### src/rtl/exe_unit_pkg.sv
// Shared opcode encodings, widths and FSM state type for the execution unit.
package exe_unit_pkg;

  localparam int unsigned OPER_W = 3;

  localparam logic [OPER_W-1:0] ALU_ADD  = 3'd0;
  localparam logic [OPER_W-1:0] ALU_COMP = 3'd1;
  localparam logic [OPER_W-1:0] ALU_CONV = 3'd2;
  localparam logic [OPER_W-1:0] ALU_SET  = 3'd3;
  localparam logic [OPER_W-1:0] ALU_MUL  = 3'd4;

  typedef enum logic [1:0] {
    IDLE = 2'd0,
    MUL  = 2'd1,
    DONE = 2'd2
  } exe_state_e;

endpackage

### src/rtl/exe_unit_pipe_if.sv
// Request/result handshake bundle between a producer, the execution unit and its consumer.
interface exe_unit_pipe_if #(
  parameter int unsigned WIDTH = 32
);
  import exe_unit_pkg::*;

  logic              i_valid;
  logic              o_ready;
  logic [OPER_W-1:0] i_oper;
  logic [WIDTH-1:0]  i_argA;
  logic [WIDTH-1:0]  i_argB;
  logic              o_valid;
  logic              i_ready;
  logic [WIDTH-1:0]  o_result;
  logic              o_carry;
  logic              o_error;
  logic [3:0]        o_status;

  modport slave (
    input  i_valid, i_oper, i_argA, i_argB, i_ready,
    output o_ready, o_valid, o_result, o_carry, o_error, o_status
  );

  modport master (
    output i_valid, i_oper, i_argA, i_argB, i_ready,
    input  o_ready, o_valid, o_result, o_carry, o_error, o_status
  );

endinterface

### src/rtl/exe_alu_comb.sv
// Single-cycle operations (ADD, signed COMP, CONV to sign-magnitude, SET bit);
// any other opcode, including MUL, yields an error result.
module exe_alu_comb
  import exe_unit_pkg::*;
#(
  parameter int unsigned WIDTH = 32
) (
  input  logic [OPER_W-1:0] oper_i,
  input  logic [WIDTH-1:0]  a_i,
  input  logic [WIDTH-1:0]  b_i,
  output logic [WIDTH-1:0]  result_o,
  output logic              carry_o,
  output logic              error_o
);

  localparam int unsigned IDX_W = $clog2(WIDTH);
  localparam logic [WIDTH-1:0] MOST_NEG = {1'b1, {(WIDTH-1){1'b0}}};

  logic [WIDTH:0]   sum;
  logic [WIDTH-2:0] mag;

  always_comb begin
    result_o = '0;
    carry_o  = 1'b0;
    error_o  = 1'b0;
    sum      = {1'b0, a_i} + {1'b0, b_i};
    // Magnitude of a negative operand: low bits of its two's complement negation
    mag      = ~a_i[WIDTH-2:0] + (WIDTH-1)'(1);
    case (oper_i)
      ALU_ADD: begin
        result_o = sum[WIDTH-1:0];
        carry_o  = sum[WIDTH];
      end
      ALU_COMP: begin
        if (a_i == b_i)                       result_o = '0;
        else if ($signed(a_i) > $signed(b_i)) result_o = WIDTH'(1);
        else                                  result_o = WIDTH'(2);
      end
      ALU_CONV: begin
        if (a_i == MOST_NEG)   error_o  = 1'b1;
        else if (a_i[WIDTH-1]) result_o = {1'b1, mag};
        else                   result_o = a_i;
      end
      ALU_SET: begin
        if (b_i >= WIDTH'(WIDTH)) begin
          result_o = a_i;
          error_o  = 1'b1;
        end else begin
          result_o = a_i | (WIDTH'(1) << b_i[IDX_W-1:0]);
        end
      end
      default: error_o = 1'b1;
    endcase
  end

endmodule

### src/rtl/exe_unit_pipe.sv
// Execution unit: single-cycle ALU ops plus an optional iterative shift-add
// multiplier, with valid/ready handshakes on both request and result sides.
module exe_unit_pipe
  import exe_unit_pkg::*;
#(
  parameter int unsigned WIDTH  = 32,
  parameter bit          MUL_EN = 1'b1
) (
  input  logic            i_clk,
  input  logic            i_rsn,
  exe_unit_pipe_if.slave  bus
);

  localparam int unsigned CNT_W = $clog2(WIDTH + 1);

  exe_state_e         state_q;
  logic               valid_q;
  logic [WIDTH-1:0]   result_q;
  logic               carry_q;
  logic               error_q;
  logic [WIDTH-1:0]   mcand_q;
  logic [2*WIDTH-1:0] prod_q;
  logic [2*WIDTH-1:0] prod_d;
  logic [CNT_W-1:0]   cnt_q;
  logic [WIDTH:0]     psum;

  logic               accept;
  logic               is_mul;
  logic               last_step;
  logic [WIDTH-1:0]   alu_result;
  logic               alu_carry;
  logic               alu_error;

  exe_alu_comb #(.WIDTH(WIDTH)) u_alu (
    .oper_i   (bus.i_oper),
    .a_i      (bus.i_argA),
    .b_i      (bus.i_argB),
    .result_o (alu_result),
    .carry_o  (alu_carry),
    .error_o  (alu_error)
  );

  assign bus.o_ready = (state_q == IDLE) || ((state_q == DONE) && bus.i_ready);
  assign accept      = bus.i_valid && bus.o_ready;
  assign is_mul      = MUL_EN && (bus.i_oper == ALU_MUL);
  assign last_step   = (cnt_q == CNT_W'(WIDTH - 1));

  // One shift-add step: upper half accumulates the multiplicand when the
  // current multiplier bit (prod_q[0]) is set, then the whole product shifts right.
  always_comb begin
    psum   = {1'b0, prod_q[2*WIDTH-1:WIDTH]} + (prod_q[0] ? {1'b0, mcand_q} : (WIDTH+1)'(0));
    prod_d = {psum, prod_q[WIDTH-1:1]};
  end

  always_ff @(posedge i_clk or negedge i_rsn) begin
    if (!i_rsn) begin
      state_q  <= IDLE;
      valid_q  <= 1'b0;
      result_q <= '0;
      carry_q  <= 1'b0;
      error_q  <= 1'b0;
      mcand_q  <= '0;
      prod_q   <= '0;
      cnt_q    <= '0;
    end else begin
      case (state_q)
        IDLE, DONE: begin
          if (accept) begin
            if (is_mul) begin
              state_q <= MUL;
              valid_q <= 1'b0;
              mcand_q <= bus.i_argA;
              prod_q  <= {{WIDTH{1'b0}}, bus.i_argB};
              cnt_q   <= '0;
            end else begin
              state_q  <= DONE;
              valid_q  <= 1'b1;
              result_q <= alu_result;
              carry_q  <= alu_carry;
              error_q  <= alu_error;
            end
          end else if ((state_q == DONE) && bus.i_ready) begin
            state_q <= IDLE;
            valid_q <= 1'b0;
          end
        end
        MUL: begin
          prod_q <= prod_d;
          cnt_q  <= cnt_q + CNT_W'(1);
          if (last_step) begin
            state_q  <= DONE;
            valid_q  <= 1'b1;
            result_q <= prod_d[WIDTH-1:0];
            carry_q  <= |prod_d[2*WIDTH-1:WIDTH];
            error_q  <= 1'b0;
            cnt_q    <= '0;
          end
        end
        default: begin
          state_q <= IDLE;
          valid_q <= 1'b0;
        end
      endcase
    end
  end

  assign bus.o_valid  = valid_q;
  assign bus.o_result = result_q;
  assign bus.o_carry  = carry_q;
  assign bus.o_error  = error_q;
  assign bus.o_status = {carry_q, error_q, result_q[WIDTH-1], result_q == '0};

endmodule
### src/flat_wrapper.sv
// flat-port wrapper written by rule: the top's interface ports become plain ports
module exe_unit_pipe_flat import exe_unit_pkg::*;
#(
  parameter int unsigned WIDTH  = 32,
  parameter bit          MUL_EN = 1'b1
)
  (i_clk, i_rsn, bus_i_valid, bus_i_oper, bus_i_argA, bus_i_argB, bus_i_ready, bus_o_ready, bus_o_valid, bus_o_result, bus_o_carry, bus_o_error, bus_o_status);
  exe_unit_pipe_if #(.WIDTH(WIDTH)) bus_i ();
  input  logic i_clk;
  input  logic i_rsn;
  input wire logic [$bits(bus_i.i_valid)-1:0] bus_i_valid;
  input wire logic [$bits(bus_i.i_oper)-1:0] bus_i_oper;
  input wire logic [$bits(bus_i.i_argA)-1:0] bus_i_argA;
  input wire logic [$bits(bus_i.i_argB)-1:0] bus_i_argB;
  input wire logic [$bits(bus_i.i_ready)-1:0] bus_i_ready;
  output wire logic [$bits(bus_i.o_ready)-1:0] bus_o_ready;
  output wire logic [$bits(bus_i.o_valid)-1:0] bus_o_valid;
  output wire logic [$bits(bus_i.o_result)-1:0] bus_o_result;
  output wire logic [$bits(bus_i.o_carry)-1:0] bus_o_carry;
  output wire logic [$bits(bus_i.o_error)-1:0] bus_o_error;
  output wire logic [$bits(bus_i.o_status)-1:0] bus_o_status;
  assign bus_i.i_valid = bus_i_valid;
  assign bus_i.i_oper = bus_i_oper;
  assign bus_i.i_argA = bus_i_argA;
  assign bus_i.i_argB = bus_i_argB;
  assign bus_i.i_ready = bus_i_ready;
  assign bus_o_ready = bus_i.o_ready;
  assign bus_o_valid = bus_i.o_valid;
  assign bus_o_result = bus_i.o_result;
  assign bus_o_carry = bus_i.o_carry;
  assign bus_o_error = bus_i.o_error;
  assign bus_o_status = bus_i.o_status;
  exe_unit_pipe #(.WIDTH(WIDTH), .MUL_EN(MUL_EN)) u_core (.i_clk(i_clk), .i_rsn(i_rsn), .bus(bus_i));
endmodule
### config.mk
export PLATFORM = sky130hd
export DESIGN_NAME = exe_unit_pipe_flat
export DESIGN_NICKNAME = d
export VERILOG_FILES = /design/src/rtl/exe_unit_pkg.sv /design/src/rtl/exe_unit_pipe_if.sv /design/src/rtl/exe_alu_comb.sv /design/src/rtl/exe_unit_pipe.sv /design/src/flat_wrapper.sv
export SDC_FILE = /design/constraint.sdc
export NUM_CORES = 1
export LEC_CHECK = 0
export ABC_AREA = 1
export BUFFER_PORTS_ARGS = -buffer_cell sky130_fd_sc_hd__buf_2
export CORE_ASPECT_RATIO = 0.75
export CORE_UTILIZATION = 29
export DETAILED_ROUTE_END_ITERATION = 12
export GPL_TIMING_DRIVEN = 0
export PLACE_DENSITY = 0.42
export SYNTH_ARGS = -nofsm -noshare
export SYNTH_HDL_FRONTEND = slang
export SYNTH_SLANG_ARGS = --single-unit
### constraint.sdc
create_clock -name i_clk -period 2.9 [get_ports i_clk]
set_clock_uncertainty 0.1 [all_clocks]
set_input_delay 0.435 -clock i_clk [delete_from_list [all_inputs] [get_ports i_clk]]
set_output_delay 0.435 -clock i_clk [all_outputs]
set_load 0.01 [all_outputs]
==> flow_summary.yaml <==
outcome:
  status: "finished, violations left"
  violations: "setup timing"
critical_path:
  startpoint: "u_core.prod_q[0]"
  critPathMaxStageDelay_ns: 0.55
  slowest_stage: "dfrtp_2"
  critPathCaptureType: "flop"
  required_ns: 3.13
  r2r-start: "u_core.prod_q[0]"
  start_kind: "flop"
  arrival_ns: 3.17
  critical_path.max_fanout: 8
  cp.buffers_inverters: 3
  criticalPathCategory: "reg2reg"
  crit_chain: "buf_4 -> nand2_1 -> inv_1 -> ha_2 -> nand2_4 -> inv_1 -> nand2_1 -> nand3_1 -> a21oi_2 -> nor2_1 -> nor2_1 -> nand3_1 -> nand2_1 -> nand2_1 -> nor2_2 -> nand3_2 -> nand2_2 -> nand2_1"
  critPathTopFamily: "simple AND/OR/NAND/NOR gates"
  cp_common_cell: "nand2_1"
place:
  dpl.hpwl_um: 52100
  port_buffers: 110
  gp_congestion: 0.958
  dp.cells: 2910
timing:
  worstMarginPinSlew_ns: 0.999
  fin_ws_ns: -0.0383
  fmax_mhz: 340
  timing_hold_violations_final: 0
  rsz0062_at_grt: "true"
  maxSlewHeadroom_pct: 32.9
  finalCritPeriodShare_pct: 101
  hold_ws_ns: 0.155
  fin_crit_ns: 2.94
  slew_violations: 0
  setup_violations: 2
layout:
  area_delta_synth_final_pct: 19.6
  final_cell_count_no_fill: 2948
  mostFrequentLayoutCell: "nand2_1"
  nets: 2519
  nFillCells: 5114
  final_cell_mix: "nand2_1, inv_1, nor2_1"
  drive_above_1_share_pct: 13.0
route:
  drc: 0
  ant_nets: 0
  viasPerCell: 5.07
  routed_wirelength_um: 61700
  wl_per_cell_um: 20.9
  num_vias: 15000
  firstDrtPassIters: 8
  drt_iter0_drc: 1548
clocking:
  clk_latency_ns: 0.45
  cts_tree: "built"
  clkTransAtPathRegs_ns: 0.06
  cts_buffers: 17
  h-tree-depth: 4
  cts_root_buf: "clkbuf_16"
  clk_path_buf_depth: 2
  clock-sinks: 138
yosys:
  yosysWarnings: 0
  synthesis.area_um2: 13400
  synth_cell_type_count: 43
  syn_avg_cell_area_um2: 6.05
  synth.yosys.seq_area_share_pct: 25.8
  synth_seq_cells: 138
  synth_ff_type: "dfrtp_1"
  synth_edf_count: 0
  synthesis.nets: 2384
  ys_async_sr_fraction_pct: 100
  syn-instance-count: 2213
global_routing:
  antenna_found_initial: 1
  top_usage_layer: "met1"
  use_met1_pct: 43.9
  grt_use_met3_pct: 6.40
  grt_max_degree: 82
  grt_pass1_wl_um: 90100
  first_global_vias: 13600
  grt.overflow.total: 0
  grt_usage_pct: 26.1
  use_met2_pct: 31.9
job:
  drv_cap: 0
pwr:
  p_per_area_nw_per_um2: 641
  netSwitchingFraction_pct: 44.4
  p_leak_uw: 0.00819
  ir_drop_mv: 0.339
  switching_power_uw: 4560
  seqPwrFrac_pct: 31.3
  combPwrFrac_pct: 46.0
  power.internal_uw: 5700
  p_clk_share_pct: 22.7
hold_path:
  hold_path.class: "in2reg"
  min-delay-start: "bus_i_ready"
floorplanning:
  die_w_um: 250
  die_y_um: 188
  ioPinCount: 111
  num_rows: 67
  core_area_um2: 45100
  die_area_um2: 47100
  floorplan.initialDensity_pct: 29.7
[cells by family after synthesis]
logic type | Yosys count | share of synthesized area (%)
simple gates | 1177 | 36.5
compound gates | 350 | 14.4
buf+inv | 418 | 11.9
fa+ha+maj | 100 | 9.45
xor+xnor | 30 | 1.96
flops | 138 | 25.8
[worst paths after layout]
kind	slack [ns]	cells past startpoint	endpoint
worst min-delay path	0.16	4	u_core.bus.o_valid
worst max register to register	-0.04	18	u_core.bus.o_carry
worst max-delay path	-0.04	18	u_core.bus.o_carry
worst min register to register	0.38	2	u_core.prod_q[15]
min in group asynchronous	0.43	2	u_core.bus.o_result[29]
max in group asynchronous	1.41	3	u_core.mcand_q[4]
[final cells by class]
cell class | count | area [µm²] | area share, %
clock inverter | 14 | 173 | 1.08
buffer | 58 | 268 | 1.67
sequential | 138 | 3450 | 21.6
inverter | 357 | 1340 | 8.38
multi-input combinational | 1657 | 8930 | 55.8
antenna | 1 | 2.50 | 0.0156
clock buffer | 18 | 439 | 2.74
tap | 586 | 733 | 4.58
timing repair buffer | 119 | 667 | 4.16
[worst min-delay path, cell delays in order]
cell and delay [ns]:
buf_2 0.07, nor2_1 0.05, nand2_1 0.05, nand2_1 0.05
[Yosys cell counts (13+ instances only)]
cell	count	area [µm²]
ha_1	98	1230
clkbuf_1	48	180
a31oi_1	31	194
nor3_1	30	150
xor2_1	28	245
inv_2	15	56.3
a21oi_1	117	586
nand4_1	30	188
nand3_1	148	741
a21boi_0	13	97.6
nor2_1	270	1010
o21ai_0	149	746
dfrtp_1	138	3450
nand2_1	652	2450
inv_1	340	1280
[timing repair]
action                                  4_1_cts  5_1_grt
pin swaps                                     0       11
endpoints found under the hold margin        57        0
gates cloned                                  0        2
gates resized for setup                      36      125
endpoints found under the setup margin       75       34
hold buffers                                  1        0
setup buffers                                 0        5
[through the flow]
step / TNS, ns / total power, µW / util (%) / area, µm² / worst slack, ns
5_1_grt: -0.227 / 11000 / 35.5 / 16000 / -0.197
2_1_floorplan: 0 / 5770 / - / 13400 / 0.312
4_1_cts: -0.165 / 9870 / 34.3 / 15500 / -0.165
6_report: -0.0400 / 10300 / 35.5 / 16000 / -0.0383
3_5_place_dp: -25.53 / 7380 / 32.6 / 14700 / -1.10
3_3_place_gp: -148.65 / 7360 / 32.5 / 14700 / -1.09
[power by group through the flow]
stage	Clock, µW	Sequential [µW]	Combinational (µW)
2_1_floorplan	0	3140	2620
3_3_place_gp	0	3160	4200
3_5_place_dp	0	3160	4220
4_1_cts	2370	3170	4320
5_1_grt	2450	3300	5260
6_report	2330	3220	4720
[state kept, by name, indices dropped and copies added, names as in the netlist]
register             count
u_core.prod_q           64
u_core.bus.o_result     32
u_core.bus.o_valid       1
u_core.mcand_q          32
u_core.cnt_q             6
u_core.bus.o_error       1
u_core.bus.o_carry       1
u_core.state_q           1
[metal layers]
layer	up-vias	routed length [µm]
met5	-	138
met3	26	4810
li1	7356	-
met2	456	21900
met4	2	486
met1	7111	34400
No activity file was read; power rests on OpenSTA's default activity.
